**config.mk**
```make
export PLATFORM = sky130hd
export DESIGN_NAME = decode_stage_flat
export DESIGN_NICKNAME = d
export VERILOG_FILES = /design/src/rtl/decode_stage_pkg.sv /design/src/rtl/decode_stage_if.sv /design/src/rtl/decode_stage_scoreboard.sv /design/src/rtl/decode_stage.sv /design/src/flat_wrapper.sv
export SDC_FILE = /design/constraint.sdc
export NUM_CORES = 1
export LEC_CHECK = 0
export BUFFER_PORTS_ARGS = -buffer_cell sky130_fd_sc_hd__buf_2
export CAP_MARGIN = 20
export CORE_AREA = 2 2 120 122
export DETAILED_ROUTE_END_ITERATION = 10
export DIE_AREA = 0 0 122 124
export PLACE_DENSITY = 0.9
export RECOVER_POWER = 25
export SETUP_SLACK_MARGIN = 0.15
export SKIP_CTS_REPAIR_TIMING = 1
export SLEW_MARGIN = 15
export SYNTH_ARGS = -nofsm -noshare
export SYNTH_HDL_FRONTEND = slang
export SYNTH_SLANG_ARGS = --single-unit
```
**constraint.sdc**
```tcl
create_clock -name clk -period 7.3 [get_ports clk]
set_input_delay 1.46 -clock clk [delete_from_list [all_inputs] [get_ports clk]]
set_output_delay 1.46 -clock clk [all_outputs]
set_load 0.05 [all_outputs]
```
**src/rtl/decode_stage_pkg.sv**
```systemverilog
//============================================================================
// Module : decode_stage_pkg
// Shared decode types, opcode map and the field cracker used by decode/fetch.
// Rev    : 1.0
//============================================================================
`default_nettype none

package decode_stage_pkg;

   localparam int NUM_REGS  = 16;
   localparam int REG_IDX_W = $clog2(NUM_REGS);
   localparam int ADDR_W    = 32;
   localparam int MASK_W    = 64;

   typedef logic [ADDR_W-1:0]    memory_address_t;
   typedef logic [MASK_W-1:0]    execution_mask_t;
   typedef logic [31:0]          instruction_t;
   typedef logic [REG_IDX_W-1:0] reg_idx_t;

   typedef enum logic [7:0] {
      OP_NOP               = 8'h00,
      OP_HALT              = 8'h01,
      OP_MOVE_IMM          = 8'h02,
      OP_ADD               = 8'h03,
      OP_SUB               = 8'h04,
      OP_CMP               = 8'h05,
      OP_LOAD              = 8'h06,
      OP_STORE             = 8'h07,
      OP_JMP_ALWAYS        = 8'h10,
      OP_JMP_EQUAL         = 8'h11,
      OP_JMP_NOT_EQUAL     = 8'h12,
      OP_JMP_GREATER       = 8'h13,
      OP_JMP_GREATER_EQUAL = 8'h14,
      OP_JMP_LOWER         = 8'h15,
      OP_JMP_LOWER_EQUAL   = 8'h16,
      OP_LOAD_RESTORE_PC   = 8'h17
   } opcode_e;

   typedef struct packed {
      logic [7:0]  opcode;
      reg_idx_t    rd;
      reg_idx_t    rs1;
      reg_idx_t    rs2;
      logic [31:0] imm;
      logic        writes_rd;
      logic        reads_rs1;
      logic        reads_rs2;
      logic        is_cf;
      logic        illegal;
   } decoded_t;

   typedef struct packed {
      execution_mask_t exec_mask;
      memory_address_t pc;
      decoded_t        dec;
   } decode_to_execute_t;

   // Raw opcode byte so that unknown encodings can be classified too.
   function automatic logic is_control_flow(input logic [7:0] op);
      case (op)
         OP_HALT,
         OP_JMP_ALWAYS, OP_JMP_EQUAL, OP_JMP_NOT_EQUAL, OP_JMP_GREATER,
         OP_JMP_GREATER_EQUAL, OP_JMP_LOWER, OP_JMP_LOWER_EQUAL,
         OP_LOAD_RESTORE_PC: return 1'b1;
         default:            return 1'b0;
      endcase
   endfunction

   function automatic decoded_t crack_insn(input instruction_t insn);
      decoded_t d;
      d        = '0;
      d.opcode = insn[7:0];
      d.rd     = insn[11:8];
      d.rs1    = insn[15:12];
      d.rs2    = insn[19:16];
      case (insn[7:0])
         OP_NOP, OP_HALT: ;
         OP_MOVE_IMM: begin
            d.writes_rd = 1'b1;
            d.imm       = {{16{insn[31]}}, insn[31:16]};
         end
         OP_ADD, OP_SUB: begin
            d.writes_rd = 1'b1;
            d.reads_rs1 = 1'b1;
            d.reads_rs2 = 1'b1;
         end
         OP_CMP: begin
            d.reads_rs1 = 1'b1;
            d.reads_rs2 = 1'b1;
         end
         OP_LOAD: begin
            d.writes_rd = 1'b1;
            d.reads_rs1 = 1'b1;
            d.imm       = {{20{insn[31]}}, insn[31:20]};
         end
         OP_STORE: begin
            d.reads_rs1 = 1'b1;
            d.reads_rs2 = 1'b1;
            d.imm       = {{20{insn[31]}}, insn[31:20]};
         end
         OP_JMP_ALWAYS, OP_JMP_EQUAL, OP_JMP_NOT_EQUAL, OP_JMP_GREATER,
         OP_JMP_GREATER_EQUAL, OP_JMP_LOWER, OP_JMP_LOWER_EQUAL: begin
            d.imm = {{16{insn[31]}}, insn[31:16]};
         end
         OP_LOAD_RESTORE_PC: begin
            d.reads_rs1 = 1'b1;
         end
         default: begin
            d.illegal = 1'b1;
         end
      endcase
      d.is_cf = is_control_flow(insn[7:0]);
      return d;
   endfunction

endpackage

`default_nettype wire

```
**src/rtl/decode_stage_if.sv**
```systemverilog
//============================================================================
// Module : decode_stage_if
// Fetch-side, execute-side and writeback signals of the decode stage.
// Rev    : 1.0
//============================================================================
`default_nettype none

interface decode_stage_if;
   import decode_stage_pkg::*;

   logic            in_valid;
   execution_mask_t in_exec_mask;
   memory_address_t in_pc;
   instruction_t    in_insn;
   logic            in_busy;

   logic            out_valid;
   logic            out_busy;
   execution_mask_t out_exec_mask;
   memory_address_t out_pc;
   logic [7:0]      out_opcode;
   reg_idx_t        out_rd;
   reg_idx_t        out_rs1;
   reg_idx_t        out_rs2;
   logic [31:0]     out_imm;
   logic            out_writes_rd;
   logic            out_reads_rs1;
   logic            out_reads_rs2;
   logic            out_is_cf;
   logic            out_illegal;

   logic            wb_valid;
   reg_idx_t        wb_reg;

   modport master (
      output in_valid, in_exec_mask, in_pc, in_insn, out_busy, wb_valid, wb_reg,
      input  in_busy, out_valid, out_exec_mask, out_pc, out_opcode, out_rd,
             out_rs1, out_rs2, out_imm, out_writes_rd, out_reads_rs1,
             out_reads_rs2, out_is_cf, out_illegal
   );

   modport slave (
      input  in_valid, in_exec_mask, in_pc, in_insn, out_busy, wb_valid, wb_reg,
      output in_busy, out_valid, out_exec_mask, out_pc, out_opcode, out_rd,
             out_rs1, out_rs2, out_imm, out_writes_rd, out_reads_rs1,
             out_reads_rs2, out_is_cf, out_illegal
   );

endinterface

`default_nettype wire

```
**src/rtl/decode_stage_scoreboard.sv**
```systemverilog
//============================================================================
// Module : decode_stage_scoreboard
// Pending-writer bit per register; flags a hazard for the held packet.
// Rev    : 1.0
//============================================================================
`default_nettype none

module decode_stage_scoreboard #(
   parameter int NUM_REGS = 16
) (
   input  logic                        clk,
   input  logic                        reset,
   input  logic                        set_i,
   input  logic [$clog2(NUM_REGS)-1:0] set_reg_i,
   input  logic                        clr_i,
   input  logic [$clog2(NUM_REGS)-1:0] clr_reg_i,
   input  logic [$clog2(NUM_REGS)-1:0] rd_i,
   input  logic [$clog2(NUM_REGS)-1:0] rs1_i,
   input  logic [$clog2(NUM_REGS)-1:0] rs2_i,
   input  logic                        writes_rd_i,
   input  logic                        reads_rs1_i,
   input  logic                        reads_rs2_i,
   output logic                        hazard_o
);

   logic [NUM_REGS-1:0] sb_q;
   logic [NUM_REGS-1:0] sb_d;

   // Set is applied after clear so a new writer outranks a same-cycle writeback.
   always_comb begin
      sb_d = sb_q;
      if (clr_i) sb_d[clr_reg_i] = 1'b0;
      if (set_i) sb_d[set_reg_i] = 1'b1;
   end

   always_ff @(posedge clk) begin
      if (reset) sb_q <= '0;
      else       sb_q <= sb_d;
   end

   assign hazard_o = (reads_rs1_i && sb_q[rs1_i]) ||
                     (reads_rs2_i && sb_q[rs2_i]) ||
                     (writes_rd_i && sb_q[rd_i]);

endmodule

`default_nettype wire

```
**src/rtl/decode_stage.sv**
```systemverilog
//============================================================================
// Module : decode_stage
// Cracks fetched packets and holds each one until its operands are free.
// Rev    : 1.0
//============================================================================
`default_nettype none

module decode_stage
   import decode_stage_pkg::*;
(
   input  logic          clk,
   input  logic          reset,
   decode_stage_if.slave bus
);

   decode_to_execute_t hold_q;
   decode_to_execute_t hold_d;
   logic               hold_valid_q;
   logic               hold_valid_d;
   logic               hazard;
   logic               issue;
   logic               fire;
   logic               accept;

   assign issue  = hold_valid_q && !hazard;
   assign fire   = issue && !bus.out_busy;
   assign accept = bus.in_valid && !(hold_valid_q && !fire);

   always_comb begin
      hold_d       = hold_q;
      hold_valid_d = hold_valid_q;
      if (fire) hold_valid_d = 1'b0;
      if (accept) begin
         hold_valid_d     = 1'b1;
         hold_d.exec_mask = bus.in_exec_mask;
         hold_d.pc        = bus.in_pc;
         hold_d.dec       = crack_insn(bus.in_insn);
      end
   end

   always_ff @(posedge clk) begin
      if (reset) begin
         hold_valid_q <= 1'b0;
         hold_q       <= '0;
      end else begin
         hold_valid_q <= hold_valid_d;
         hold_q       <= hold_d;
      end
   end

   decode_stage_scoreboard #(
      .NUM_REGS (NUM_REGS)
   ) u_scoreboard (
      .clk         (clk),
      .reset       (reset),
      .set_i       (fire && hold_q.dec.writes_rd),
      .set_reg_i   (hold_q.dec.rd),
      .clr_i       (bus.wb_valid),
      .clr_reg_i   (bus.wb_reg),
      .rd_i        (hold_q.dec.rd),
      .rs1_i       (hold_q.dec.rs1),
      .rs2_i       (hold_q.dec.rs2),
      .writes_rd_i (hold_q.dec.writes_rd),
      .reads_rs1_i (hold_q.dec.reads_rs1),
      .reads_rs2_i (hold_q.dec.reads_rs2),
      .hazard_o    (hazard)
   );

   assign bus.in_busy       = hold_valid_q && !fire;
   assign bus.out_valid     = issue;
   assign bus.out_exec_mask = hold_q.exec_mask;
   assign bus.out_pc        = hold_q.pc;
   assign bus.out_opcode    = hold_q.dec.opcode;
   assign bus.out_rd        = hold_q.dec.rd;
   assign bus.out_rs1       = hold_q.dec.rs1;
   assign bus.out_rs2       = hold_q.dec.rs2;
   assign bus.out_imm       = hold_q.dec.imm;
   assign bus.out_writes_rd = hold_q.dec.writes_rd;
   assign bus.out_reads_rs1 = hold_q.dec.reads_rs1;
   assign bus.out_reads_rs2 = hold_q.dec.reads_rs2;
   assign bus.out_is_cf     = hold_q.dec.is_cf;
   assign bus.out_illegal   = hold_q.dec.illegal;

endmodule

`default_nettype wire

```
**src/flat_wrapper.sv**
```systemverilog
// flat-port wrapper written by rule: the top's interface ports become plain ports
module decode_stage_flat import decode_stage_pkg::*;
  (clk, reset, bus_in_valid, bus_in_exec_mask, bus_in_pc, bus_in_insn, bus_out_busy, bus_wb_valid, bus_wb_reg, bus_in_busy, bus_out_valid, bus_out_exec_mask, bus_out_pc, bus_out_opcode, bus_out_rd, bus_out_rs1, bus_out_rs2, bus_out_imm, bus_out_writes_rd, bus_out_reads_rs1, bus_out_reads_rs2, bus_out_is_cf, bus_out_illegal);
  decode_stage_if bus_i ();
  input  logic clk;
  input  logic reset;
  input wire logic [$bits(bus_i.in_valid)-1:0] bus_in_valid;
  input wire logic [$bits(bus_i.in_exec_mask)-1:0] bus_in_exec_mask;
  input wire logic [$bits(bus_i.in_pc)-1:0] bus_in_pc;
  input wire logic [$bits(bus_i.in_insn)-1:0] bus_in_insn;
  input wire logic [$bits(bus_i.out_busy)-1:0] bus_out_busy;
  input wire logic [$bits(bus_i.wb_valid)-1:0] bus_wb_valid;
  input wire logic [$bits(bus_i.wb_reg)-1:0] bus_wb_reg;
  output wire logic [$bits(bus_i.in_busy)-1:0] bus_in_busy;
  output wire logic [$bits(bus_i.out_valid)-1:0] bus_out_valid;
  output wire logic [$bits(bus_i.out_exec_mask)-1:0] bus_out_exec_mask;
  output wire logic [$bits(bus_i.out_pc)-1:0] bus_out_pc;
  output wire logic [$bits(bus_i.out_opcode)-1:0] bus_out_opcode;
  output wire logic [$bits(bus_i.out_rd)-1:0] bus_out_rd;
  output wire logic [$bits(bus_i.out_rs1)-1:0] bus_out_rs1;
  output wire logic [$bits(bus_i.out_rs2)-1:0] bus_out_rs2;
  output wire logic [$bits(bus_i.out_imm)-1:0] bus_out_imm;
  output wire logic [$bits(bus_i.out_writes_rd)-1:0] bus_out_writes_rd;
  output wire logic [$bits(bus_i.out_reads_rs1)-1:0] bus_out_reads_rs1;
  output wire logic [$bits(bus_i.out_reads_rs2)-1:0] bus_out_reads_rs2;
  output wire logic [$bits(bus_i.out_is_cf)-1:0] bus_out_is_cf;
  output wire logic [$bits(bus_i.out_illegal)-1:0] bus_out_illegal;
  assign bus_i.in_valid = bus_in_valid;
  assign bus_i.in_exec_mask = bus_in_exec_mask;
  assign bus_i.in_pc = bus_in_pc;
  assign bus_i.in_insn = bus_in_insn;
  assign bus_i.out_busy = bus_out_busy;
  assign bus_i.wb_valid = bus_wb_valid;
  assign bus_i.wb_reg = bus_wb_reg;
  assign bus_in_busy = bus_i.in_busy;
  assign bus_out_valid = bus_i.out_valid;
  assign bus_out_exec_mask = bus_i.out_exec_mask;
  assign bus_out_pc = bus_i.out_pc;
  assign bus_out_opcode = bus_i.out_opcode;
  assign bus_out_rd = bus_i.out_rd;
  assign bus_out_rs1 = bus_i.out_rs1;
  assign bus_out_rs2 = bus_i.out_rs2;
  assign bus_out_imm = bus_i.out_imm;
  assign bus_out_writes_rd = bus_i.out_writes_rd;
  assign bus_out_reads_rs1 = bus_i.out_reads_rs1;
  assign bus_out_reads_rs2 = bus_i.out_reads_rs2;
  assign bus_out_is_cf = bus_i.out_is_cf;
  assign bus_out_illegal = bus_i.out_illegal;
  decode_stage u_core (.clk(clk), .reset(reset), .bus(bus_i));
endmodule
```
==> reports/summary.md, run 1 <==
The power share of the sequential group was 40.8%. The path class of the tightest hold or removal check is register to register. Setup repair after global routing left no endpoint under its margin. The floorplan has 43 rows. At the pin with the least slew margin, the transition time is 1.01 ns. The tree is rooted in a sky130_fd_sc_hd__clkbuf_16. The clock network fraction of total power was 40.0%; the standard cell core area was 0.0137 mm2. The logs give 0.42 ns for the clock insertion delay at the later pin of the skew report and 0.00355 mm2 for the multi-input gate area in the final layout. The count of nets left with antenna violations once routing finished came out at 0. Internal power of the cells: 1.60 mW. The flow ran to the end, and the final reports show no timing, DRC or antenna violations. After synthesis, the mean cell area works out to 9.05 um2.

The number of top-level design ports was 292; the number of buffers created by CTS was 17. Input and output buffers added on the ports amount to 291. At the end of the flow, the number of nets in the layout was 1158. Summed over all failing endpoints, the final setup total negative slack is 0 ns. The count of final setup violators was 0; the combinational power share was 19.2%. Of the cells placed in the final design, the portion with a size suffix greater than 1 is 27.0%.

0 antenna diodes ended up in the layout. The die is 124 um tall. The tools report the maximum number of pins on one net before global-route repair as 134. The max-slew violation count is 0, and the count of unresolved DRC violations after routing is 0. For the met1 wire length, the log shows 7170 um. After detailed routing, no signal wire sits above met4. Relative to the synthesized area, the layout overhead comes to 26.9%.

After clock tree synthesis, the clock-pin slew on the worst setup and hold paths is 0.06 ns. Number of buffers on the longest clock path: 2. The power spent charging and discharging nets is 0.678 mW. The tools report the final-report hold violation count as 0.

The number of search-and-repair iterations in the first detailed-routing pass was 5; the final global-route overflow total was 0. The worst pin sits at a relative slew slack of 32.7%. The run gives 0.00778 ns as the clock skew after layout. For the worst setup path, the data arrival time is 2.89 ns. In this run, distinct cell masters in the synthesized netlist total 39.

STA classifies the critical path startpoint as a register. Capturing element type of the critical path: a primary output. The share of synthesized registers carrying an async set or reset is 0%, and the final-layout worst hold slack is 0.458 ns.

The upper clock frequency limit came out at 230 MHz. Most used flip-flop cell after synthesis: sky130_fd_sc_hd__dfxtp_1. For the placed wire-length estimate, the log shows 13600 um. Average vias per placed instance: 5.21.

In this run, the number of DRC markers left after iteration 0 of detailed routing was 312. The post-route clock period utilization was 59.6%; the global-route wire length before repair was 28300 um. Summed over all layers, the routed wires come to 18800 um.

The tools report the count of max-cap constraint violations as 0. The cell area power density is 255 mW/mm2. The layout has 1163 filler cells. For the total routing usage reported by global routing, the log shows 24.1%.

The routed wirelength normalized by instance count was 15.5 um; the maximum net fanout on the critical path was 19. The shortest period the worst path allows came out at 4.35 ns. The number of antenna violations at the first check in global routing is 0. The count of flip-flops with a built-in enable after synthesis was 0; the total number of H-tree levels was 4. Once the floorplan was initialized, standard cells occupied 51.2% of the core. Number of global-route vias before repair: 5949. The critical path class is register to primary output.

The clock sink count was 154. TritonCTS built the clock tree. The run gives 4.13 nW as the static leakage power. The combined area of all synthesized cells was 0.00703 mm2; the wire length on met3 was 1690 um. Registers take 0.00308 mm2. Synthesis produced a netlist whose cell count is 777. Global placement routability congestion: 0.949. The routed design uses 9580 um of met2 wire. When the netlist entered floorplanning its net count stood at 914. The floorplan step defined a die boundary enclosing 0.0151 mm2.

Across the VDD grid, the largest voltage drop is 0.000155 V. The detailed router placed 6304 vias in this run. The post-synthesis register bit count was 154; the sequential share of the synthesized area was 43.9%. The switching fraction of total power was 29.8%; the data required time of the worst path was 5.84 ns. For the number of synthesis warnings, the log shows 0. The chip width works out to 122 um.
## metrics by stage
| stage | utilization, % | power, mW | cell area [um2] | setup slack, ns | cells |
|---|---|---|---|---|---|
| floorplan | - | 1.27 | 7030 | 2.95 | 777 |
| global placement | 61.1 | 1.38 | 8380 | 3.37 | 1181 |
| detailed placement | 61.1 | 1.39 | 8380 | 3.27 | 1181 |
| CTS | 65.5 | 2.30 | 8990 | 2.92 | 1210 |
| global route | 65.0 | 2.36 | 8920 | 2.76 | 1211 |
| finish | 65.0 | 2.28 | 8920 | 2.95 | 1211 |
## path summary, 6_finish.rpt
| path | depth (start not counted) | slack, ns | to | from |
|---|---|---|---|---|
| worst max-delay path | 6 | 2.95 | bus_in_busy | u_core.bus.out_rs2[0] |
| worst min-delay path | 2 | 0.46 | u_core.bus.out_opcode[4] | u_core.bus.out_opcode[4] |
| worst max register to register | 8 | 3.79 | u_core.bus.out_imm[4] | u_core.bus.out_rd[1] |
| worst min register to register | 2 | 0.46 | u_core.bus.out_opcode[4] | u_core.bus.out_opcode[4] |
## cell usage after synthesis (all sizes together) (3+ instances only)
| cell | instances | area [um2] |
|---|---|---|
| o311ai | 3 | 26.3 |
| clkbuf | 38 | 143 |
| nand2b | 6 | 37.5 |
| nor3 | 3 | 15.0 |
| mux2i | 132 | 1320 |
| a22oi | 14 | 105 |
| a21oi | 6 | 30.0 |
| o21ai | 5 | 25.0 |
| inv | 6 | 22.5 |
| nand3b | 5 | 37.5 |
| o211ai | 10 | 75.1 |
| nor2b | 18 | 113 |
| nor2 | 26 | 97.6 |
| nand2 | 247 | 927 |
| mux2 | 16 | 210 |
| nand3 | 10 | 55.1 |
| o31ai | 16 | 120 |
| dfxtp | 154 | 3080 |
| mux4 | 7 | 158 |
| buf | 35 | 259 |
## layout by cell type (no fill, tap or decap), types with 14 or more instances in the layout
cell	synthesis	layout
sky130_fd_sc_hd__nor2_1	26	26
sky130_fd_sc_hd__a22oi_1	14	14
sky130_fd_sc_hd__clkbuf_16	0	17
sky130_fd_sc_hd__nor2b_1	18	18
sky130_fd_sc_hd__mux2i_1	132	132
sky130_fd_sc_hd__dfxtp_1	154	154
sky130_fd_sc_hd__o31ai_1	16	16
sky130_fd_sc_hd__nand2_1	247	247
sky130_fd_sc_hd__buf_2	3	214
sky130_fd_sc_hd__clkbuf_1	38	79
## metal layers
layer  GRT usage (%)  vias to the layer above
met1            26.7                     2906
met2            42.2                      271
met3            8.20                       31
met5               0                        -
met4            9.91                        0
li1                -                     3096
## layout make-up
cell class | instances | area share, %
Clock buffer | 21 | 5.16
Clock inverter | 8 | 1.63
Inverter | 6 | 0.309
Multi-Input combinational cell | 544 | 39.8
Sequential cell | 154 | 34.6
Tap cell | 180 | 2.52
Timing Repair Buffer | 298 | 16.1
## sequential cells by signal (all words and copies together), names as in the netlist, 4 cells and up
signal / flops
u_core.bus.out_exec_mask: 64
u_core.bus.out_pc: 32
u_core.bus.out_imm: 16
u_core.u_scoreboard.sb_q: 16
u_core.bus.out_opcode: 8
u_core.bus.out_rd: 4
u_core.bus.out_rs1: 4
u_core.bus.out_rs2: 4
## kinds of logic after synthesis
| kind of cell | share of synthesized area, % |
|---|---|
| simple gates | 19.6 |
| compound gates | 6.50 |
| buf+inv | 6.04 |
| mux | 24.0 |
| flops | 43.9 |
## critical path, cell delays in order, from the launching register on
cell and delay, ns:
sky130_fd_sc_hd__dfxtp_1 0.58, sky130_fd_sc_hd__mux4_2 0.54, sky130_fd_sc_hd__nand2b_1 0.16, sky130_fd_sc_hd__a41oi_2 0.32, sky130_fd_sc_hd__nand3_2 0.38, sky130_fd_sc_hd__o21a_1 0.29
sky130_fd_sc_hd__buf_2 0.20
## power groups by stage
stage	clock network [mW]	registers, mW	logic (mW)
floorplan	0	1.11	0.158
global placement	0	0.943	0.437
detailed placement	0	0.944	0.445
CTS	0.925	0.927	0.446
global route	0.963	0.934	0.464
finish	0.911	0.928	0.437
Power figures use the tool's default switching activity.
==> inputs of run 2 (changes only) <==
- CORE_AREA: 2 2 120 122 -> 2 2 125 127
- DIE_AREA: 0 0 122 124 -> 0 0 127 129
- PLACE_DENSITY: 0.9 -> 0.84
- clock period: 7.3 -> 4.1 ns (I/O delays scaled with it)
==> reports/summary.md, run 2 (synthesized netlist as in run 1, its figures left out) <==
The placed wire-length estimate was 13700 um (+0.33%); the number of buffers created by CTS was 17 (unchanged). The clock sink count came out at 154 (unchanged). Chip width: 127 um (+4.1%). The critical path is of the register to primary output type. The CTS clock-pin slew for the worst setup and hold paths works out to 0.06 ns (about the same). Global-route wire length before repair: 29200 um (+3.2%). TritonCTS built the clock tree. For the met1 usage in global routing, the log shows 26.5% (-0.20 points). The tools report the final global-route overflow total as 0 (unchanged). The total power was 3.95 mW (+73%). Master of the slowest instance on the critical path: sky130_fd_sc_hd__dfxtp_1. Register area: 0.00308 mm2 (unchanged). The standard-cell row count was 45 (+4.7%); the worst path buffer plus inverter count was 1 (unchanged). The starting DRC count in detailed routing is 297 (-4.8%), and the final-layout worst hold slack is 0.457 ns (-0.000184 ns). Relative to the synthesized area, the layout overhead comes to 26.6%. The delay of the slowest cell on the worst path was 0.57 ns (about the same).

Most common cell after layout, fill and taps aside: sky130_fd_sc_hd__nand2_1. The cell area power density was 444 mW/mm2 (+74%). Post-detailed-routing wire length: 18900 um (+0.53%). For the met2 global-route usage, the log shows 38.2% (-4.0 points). The maximum number of pins on one net before global-route repair is 128 (-4.5%). The effective utilization at floorplan is 46.9% (-4.3 points). The logs give 0 (unchanged) for the antenna diode count and 0.42 ns (about the same) for the clock insertion delay at the later pin of the skew report. The total number of nets in the final design is 1157 (-0.086%), and the number of fill cells is 1330 (+14%). The routed wirelength normalized by instance count came out at 15.5 um (about the same). On the critical path the largest part of the delay comes from simple AND/OR/NAND/NOR gates. The max-slew violation count was 0 (unchanged). The run finished with clean final reports. After layout, the worst path uses 89.6% of the clock period.

The worst setup path is captured at a primary output. The global routing stage identified its most utilized layer as met2. Number of buffers on the longest clock path: 2 (unchanged). The signal on the critical path passes through mux4_2 > nand2b_1 > nand4b_1 > o221a_2 > nand3_2 > o21a_1 > buf_2.

The logs give 0.00980 ns (+0.00202 ns) for the clock skew after layout and 0 (unchanged) for the count of max-cap constraint violations. The count of unresolved DRC violations after routing was 0 (unchanged); the total via count in the routed design was 6296 (-0.13%). The global placement routability congestion was 0.875 (-7.8%). The startpoint identified for the worst hold timing path is u_core.bus.out_exec_mask[34]. The data required time of the worst path came out at 3.28 ns (-2.56 ns).

The number of global-route vias before repair is 5906 (-0.72%), and the number of antenna violations at the first check in global routing is 0 (unchanged). The total die area was 0.0164 mm2 (+8.3%). The tools report the type of element launching the critical path as a register. The maximum net fanout on the critical path is 19 (unchanged).

The number of top-level design ports was 292 (unchanged); the total placed instance area was 0.00843 mm2 (+0.57%). Root buffer cell: sky130_fd_sc_hd__clkbuf_16. The die span in y was 129 um (+4.0%).

The number of instances on the worst hold path was 2 (unchanged). The shortest period the worst path allows is 3.67 ns. The path with the worst hold slack has its endpoint at u_core.bus.out_exec_mask[34]. The reg2reg setup slack was 1.33 ns (-2.46 ns).

Arrival time reported for the critical path endpoint: 2.85 ns (-0.04 ns). The count of final setup violators came out at 0 (unchanged). The standard cell core area is 0.0150 mm2 (+9.2%). The logs give 4.10 nW (-0.61%) for the static leakage power and 0 (unchanged) for the final-report hold violation count.

The worst slew slack as a fraction of its limit was 51.3% (+19 points). The multi-input gate area in the final layout was 0.00355 mm2 (unchanged). The total number of H-tree levels is 4 (unchanged), and the length in cells of the worst reg-to-reg path is 7 (-1).

Cell count along the critical path: 7 (+1). The worst hold path belongs to the class register to register. The share of layout cells above drive strength 1 works out to 26.9% (-0.045 points).

The number of search-and-repair iterations in the first detailed-routing pass was 5 (unchanged). Setup repair after global routing left no endpoint under its margin. The logs give 6.44% (-1.8 points) for the met3 track utilization from global routing and 272 MHz for the upper clock frequency limit.

The reg-to-reg critical path endpoint was u_core.bus.out_imm[7]. The final antenna-violating net count was 0 (unchanged); the total routing usage reported by global routing was 22.4% (-1.7 points). The number of port buffers came out at 291 (unchanged). The average vias per placed instance works out to 5.17 (-0.62%). The tools report the accumulated negative setup slack as 0 ns (unchanged). The startpoint identified for the worst register-to-register timing path is u_core.bus.out_rs1[0]. The number of flip-flops in the largest register came out at 64 (unchanged). The worst ir drop on vdd is 0.000249 V (+61%), and the transition time of the tightest slew-check pin is 0.730 ns (-0.279 ns). The library cells used most frequently in the layout, excluding fill and tap cells, are sky130_fd_sc_hd__nand2_1, sky130_fd_sc_hd__buf_2, sky130_fd_sc_hd__dfxtp_1. Cell area after layout: 0.00890 mm2 (-0.22%).
run 2: cell types whose count changed in the layout (fill, tap and decap cells not counted), sizes merged:
cell	before	now
buf	221	220
bufinv	4	2
clkinv	2	1
clkinvlp	2	4
run 2: layer usage:
metal  vias to the layer above  routed length (um)
li1                       3088                   -
met1                      2891                7510
met2                       284                9350
met3                        33                1600
met4                         0                 434
met5                         -                   0
run 2: worst max-delay path by stage:
stage                                      from             to
after CTS                 u_core.bus.out_rs2[0]    bus_in_busy
after global routing      u_core.bus.out_rs1[0]    bus_in_busy
after detailed placement  u_core.bus.out_rs2[0]    bus_in_busy
after global placement    u_core.bus.out_rs1[0]    bus_in_busy
after floorplan           u_core.bus.out_rs2[0]  bus_out_valid
final                     u_core.bus.out_rs2[0]    bus_in_busy
run 2: area by class of cell:
cell class                      instances  area share (%)
Clock buffer                           21            5.29
Clock inverter                          7            1.07
Inverter                                6           0.309
Multi-Input combinational cell        544            39.8
Sequential cell                       154            34.6
Tap cell                              188            2.64
Timing Repair Buffer                  297            16.2
run 2: tightest hold or removal path: cells and delay by family, from the launching register on:
kind	cells	cell delay, ns
flops	1	0.30
mux	1	0.05
simple gates	1	0.05
run 2: report_power, final:
group	internal (mW)	total (mW)	switching (mW)
Sequential	1.59	1.65	0.0641
Clock	0.929	1.52	0.589
Combinational	0.217	0.776	0.559
run 2: per-stage QoR:
step           setup WS, ns  cells  util, %
6_report              0.426   1217     59.4
5_1_grt               0.251   1217     59.4
4_1_cts               0.398   1217     60.1
3_5_place_dp          0.849   1189     56.3
3_3_place_gp          0.905   1189     56.3
2_1_floorplan         0.391    777        -
==> inputs of run 3 (changes only) <==
- ABC_AREA: not set -> 1
- CORE_AREA: 2 2 125 127 -> 2 2 128 130
- DIE_AREA: 0 0 127 129 -> 0 0 130 132
- PLACE_DENSITY: 0.84 -> 0.85
- REMOVE_ABC_BUFFERS: not set -> 1
==> reports/summary.md, run 3 <==
The run finished with clean final reports. The max-slew violation count is 0 (unchanged). The power spent charging and discharging nets was 1.50 mW (+24%).

The tools report the upper clock frequency limit as 301 MHz (+11%). The effective utilization at floorplan came out at 48.0% (+1.0 points). The share of layout cells above drive strength 1 is 19.7% (-7.2 points). The cell area power density was 461 mW/mm2 (+3.8%); the number of cells in the design after placement was 1499 (+26%). Yosys instantiated no cell more often than sky130_fd_sc_hd__nand2_1. The CTS clock-pin slew for the worst setup and hold paths is 0.06 ns (about the same).

The tools report the non-filler instance count after layout as 1530 (+26%). The internal power of the cells came out at 2.79 mW (+1.9%). Setup repair after global routing left no endpoint under its margin. The commonest cells after synthesis are sky130_fd_sc_hd__nand2_1, sky130_fd_sc_hd__nor2_1, sky130_fd_sc_hd__dfxtp_1.

The data required time of the worst path is 3.28 ns (about the same). Most common cell after layout, fill and taps aside: sky130_fd_sc_hd__nand2_1. Type of element launching the critical path: a register.

Worst slew slack as a fraction of its limit: 37.4% (-14 points). The combinational power share was 24.3% (+4.6 points). The post-synthesis register bit count was 154 (unchanged); the total die area was 0.0172 mm2 (+4.7%). The chip width is 130 um (+2.4%).

The combined area of all synthesized cells is 0.00753 mm2 (+7.2%), and the die span in y is 132 um (+2.3%). The number of flip-flops in the largest register was 64 (unchanged). The shortest period the worst path allows works out to 3.32 ns (-0.355 ns). The switching fraction of total power works out to 35.0% (+4.3 points). Final global-route overflow total: 0 (unchanged).

The count of flip-flops with a built-in enable after synthesis was 0 (unchanged). The maximum net fanout on the critical path is 17 (-2), and the met2 global-route usage is 40.1% (+1.9 points). The clock network fraction of total power was 36.6% (-1.9 points).

Power share of the sequential group: 39.1% (-2.8 points). The mean area per synthesized cell is 6.94 um2 (-23%), and the global-route wire length before repair is 34500 um (+18%). The number of top-level design ports is 292 (unchanged), and the number of synthesis warnings is 0 (unchanged). Share of synthesized registers carrying an async set or reset: 0% (unchanged). The min-delay analysis places its worst path in the category register to register. The tools report the total routing usage reported by global routing as 25.2% (+2.8 points).

For the final antenna-violating net count, the log shows 0 (unchanged). The post-detailed-routing wire length is 22700 um (+20%). The number of global-route vias before repair is 6945 (+18%), and the total number of H-tree levels is 4 (unchanged). The total number of nets in the final design is 1439 (+24%), and the transition time of the tightest slew-check pin is 0.940 ns (+0.209 ns). The number of buffers on the longest clock path came out at 2 (unchanged). The tools report the capturing element type of the critical path as a primary output. The global routing stage identified its most utilized layer as met2. The average vias per placed instance was 5.24 (+1.2%); the area growth from synthesis to final layout was 23.6%.

The portion of synthesized cell area occupied by the leading cell type was 40.9% (-3.0 points); the final-layout worst hold slack was 0.475 ns (+0.0171 ns). TritonCTS built the clock tree. Static leakage power: 4.44 nW (+8.2%).

The most used flip-flop cell after synthesis is sky130_fd_sc_hd__dfxtp_1. The global placement routability congestion came out at 0.892 (+1.9%). The top cell types in the final layout, fill and taps aside, are sky130_fd_sc_hd__nand2_1, sky130_fd_sc_hd__buf_2, sky130_fd_sc_hd__nor2_1. The clock insertion delay at the later pin of the skew report is 0.43 ns (about the same), and the antenna diode count is 0 (unchanged). The tools report the maximum number of pins on one net before global-route repair as 153 (+20%). The final core area utilization was 59.3% (-0.13 points); the post-route clock period utilization was 80.9% (-8.7 points). For the standard-cell row count, the log shows 46 (+2.2%). The number of library cell types mapped by synthesis was 27 (-31%); the routed wirelength normalized by instance count was 14.8 um (-4.6%). Yosys attributes the largest share of cell area to sky130_fd_sc_hd__dfxtp_1, sky130_fd_sc_hd__nand2_1, sky130_fd_sc_hd__nand3b_1. The number of port buffers was 291 (unchanged). The count of final setup violators is 0 (unchanged), and the met3 track utilization from global routing is 6.53% (+0.089 points). The standard cell core area was 0.0157 mm2 (+4.9%). The final-report hold violation count was 0 (unchanged). The number of buffers created by CTS is 17 (unchanged), and the starting DRC count in detailed routing is 636 (+110%). The tools report the clock skew after layout as 0.0119 ns (+0.00215 ns). The count of max-cap constraint violations is 0 (unchanged), and the total via count in the routed design is 8011 (+27%).

The clock sink count was 154 (unchanged). The logs give 1085 (+40%) for the number of instances in the synthesized netlist and 15800 um (+16%) for the placed wire-length estimate. The tools report the root buffer cell as sky130_fd_sc_hd__clkbuf_16. The arrival time reported for the critical path endpoint came out at 2.50 ns (-0.35 ns). The run gives 31.4% (+4.8 points) as the met1 usage in global routing. The sequential share of the synthesized area came out at 40.9% (-3.0 points).

The count of unresolved DRC violations after routing came out at 0 (unchanged). The critical path class was register to primary output. The worst ir drop on vdd came out at 0.000259 V (+3.8%). The cell type with the highest aggregate area in the netlist was sky130_fd_sc_hd__dfxtp_1. For the number of search-and-repair iterations in the first detailed-routing pass, the log shows 8 (+3). The number of antenna violations at the first check in global routing is 1 (+1).
[run 3: cell count changes after synthesis, sizes merged, moves of 14 or more]
cell    previous run  this run
mux2i            132         0
nor2              26       183
nor2b             18         0
nand3             10        63
a21oi              6       147
inv                6        51
mux2              16         0
o21ai              5        19
nand3b             5        99
nand4              0        16
buf               35        63
nand2            247       226
[run 3: worst paths after layout]
check,startpoint,end,slack [ns],cells past startpoint
worst max-delay path,u_core.bus.out_rd[0],bus_out_valid,0.78,12
worst min-delay path,u_core.bus.out_imm[7],u_core.bus.out_imm[7],0.47,2
worst max register to register,u_core.bus.out_rd[0],u_core.bus.out_exec_mask[29],1.10,14
worst min register to register,u_core.bus.out_imm[7],u_core.bus.out_imm[7],0.47,2
[run 3: critical path: stages, from the launching register on]
cell and delay (ns):
sky130_fd_sc_hd__dfxtp_1 0.57, sky130_fd_sc_hd__inv_2 0.14, sky130_fd_sc_hd__nand2_1 0.16, sky130_fd_sc_hd__nor2_1 0.06, sky130_fd_sc_hd__nor2_1 0.09, sky130_fd_sc_hd__nand2_1 0.06, sky130_fd_sc_hd__nand2_1 0.06, sky130_fd_sc_hd__nand2_1 0.06
sky130_fd_sc_hd__o21ai_1 0.11, sky130_fd_sc_hd__nand3_1 0.16, sky130_fd_sc_hd__nor2_2 0.11, sky130_fd_sc_hd__buf_4 0.21, sky130_fd_sc_hd__buf_2 0.29
[run 3: stage by stage]
stage / power (mW) / setup TNS (ns) / setup WS (ns) / cell area [um2]
finish: 4.29 / 0 / 0.782 / 9320
global route: 4.46 / 0 / 0.454 / 9320
CTS: 4.33 / 0 / 0.799 / 9410
detailed placement: 2.76 / 0 / 1.19 / 8830
global placement: 2.74 / 0 / 1.24 / 8830
floorplan: 2.47 / -954.17 / -9.25 / 6990
[run 3: cells by family after synthesis]
logic type             after synthesis  share of synthesized area [%]
AND/OR/NAND/NOR                    594                           36.4
AO/OA/AOI/OAI                      184                           12.8
flip-flops                         154                           40.9
buffers and inverters              153                           9.85
[run 3: metal layers]
layer / part of all wire (%) / vias up / routed length [um]
met4: 4.1 / 2 / 926
met5: 0.057 / - / 13
li1: - / 3978 / -
met2: 46 / 342 / 10500
met1: 42 / 3616 / 9450
met3: 7.9 / 73 / 1790
[run 3: cell type report]
cell class              instances  area (um2)
fillers                      1537        6400
multi-input cells             778        3720
flip-flops and latches        154        3080
repair buffers                298        1460
clock buffers                  19         443
well taps                     216         270
inverters                      53         201
clock inverters                12         141
[run 3: power by group through the flow]
stage          registers (mW)  logic [mW]  clock network, mW
3_3_place_gp             1.70        1.04                  0
2_1_floorplan            2.12       0.355                  0
3_5_place_dp             1.71        1.05                  0
4_1_cts                  1.67        1.06               1.60
5_1_grt                  1.69        1.12               1.65
6_report                 1.68        1.04               1.57
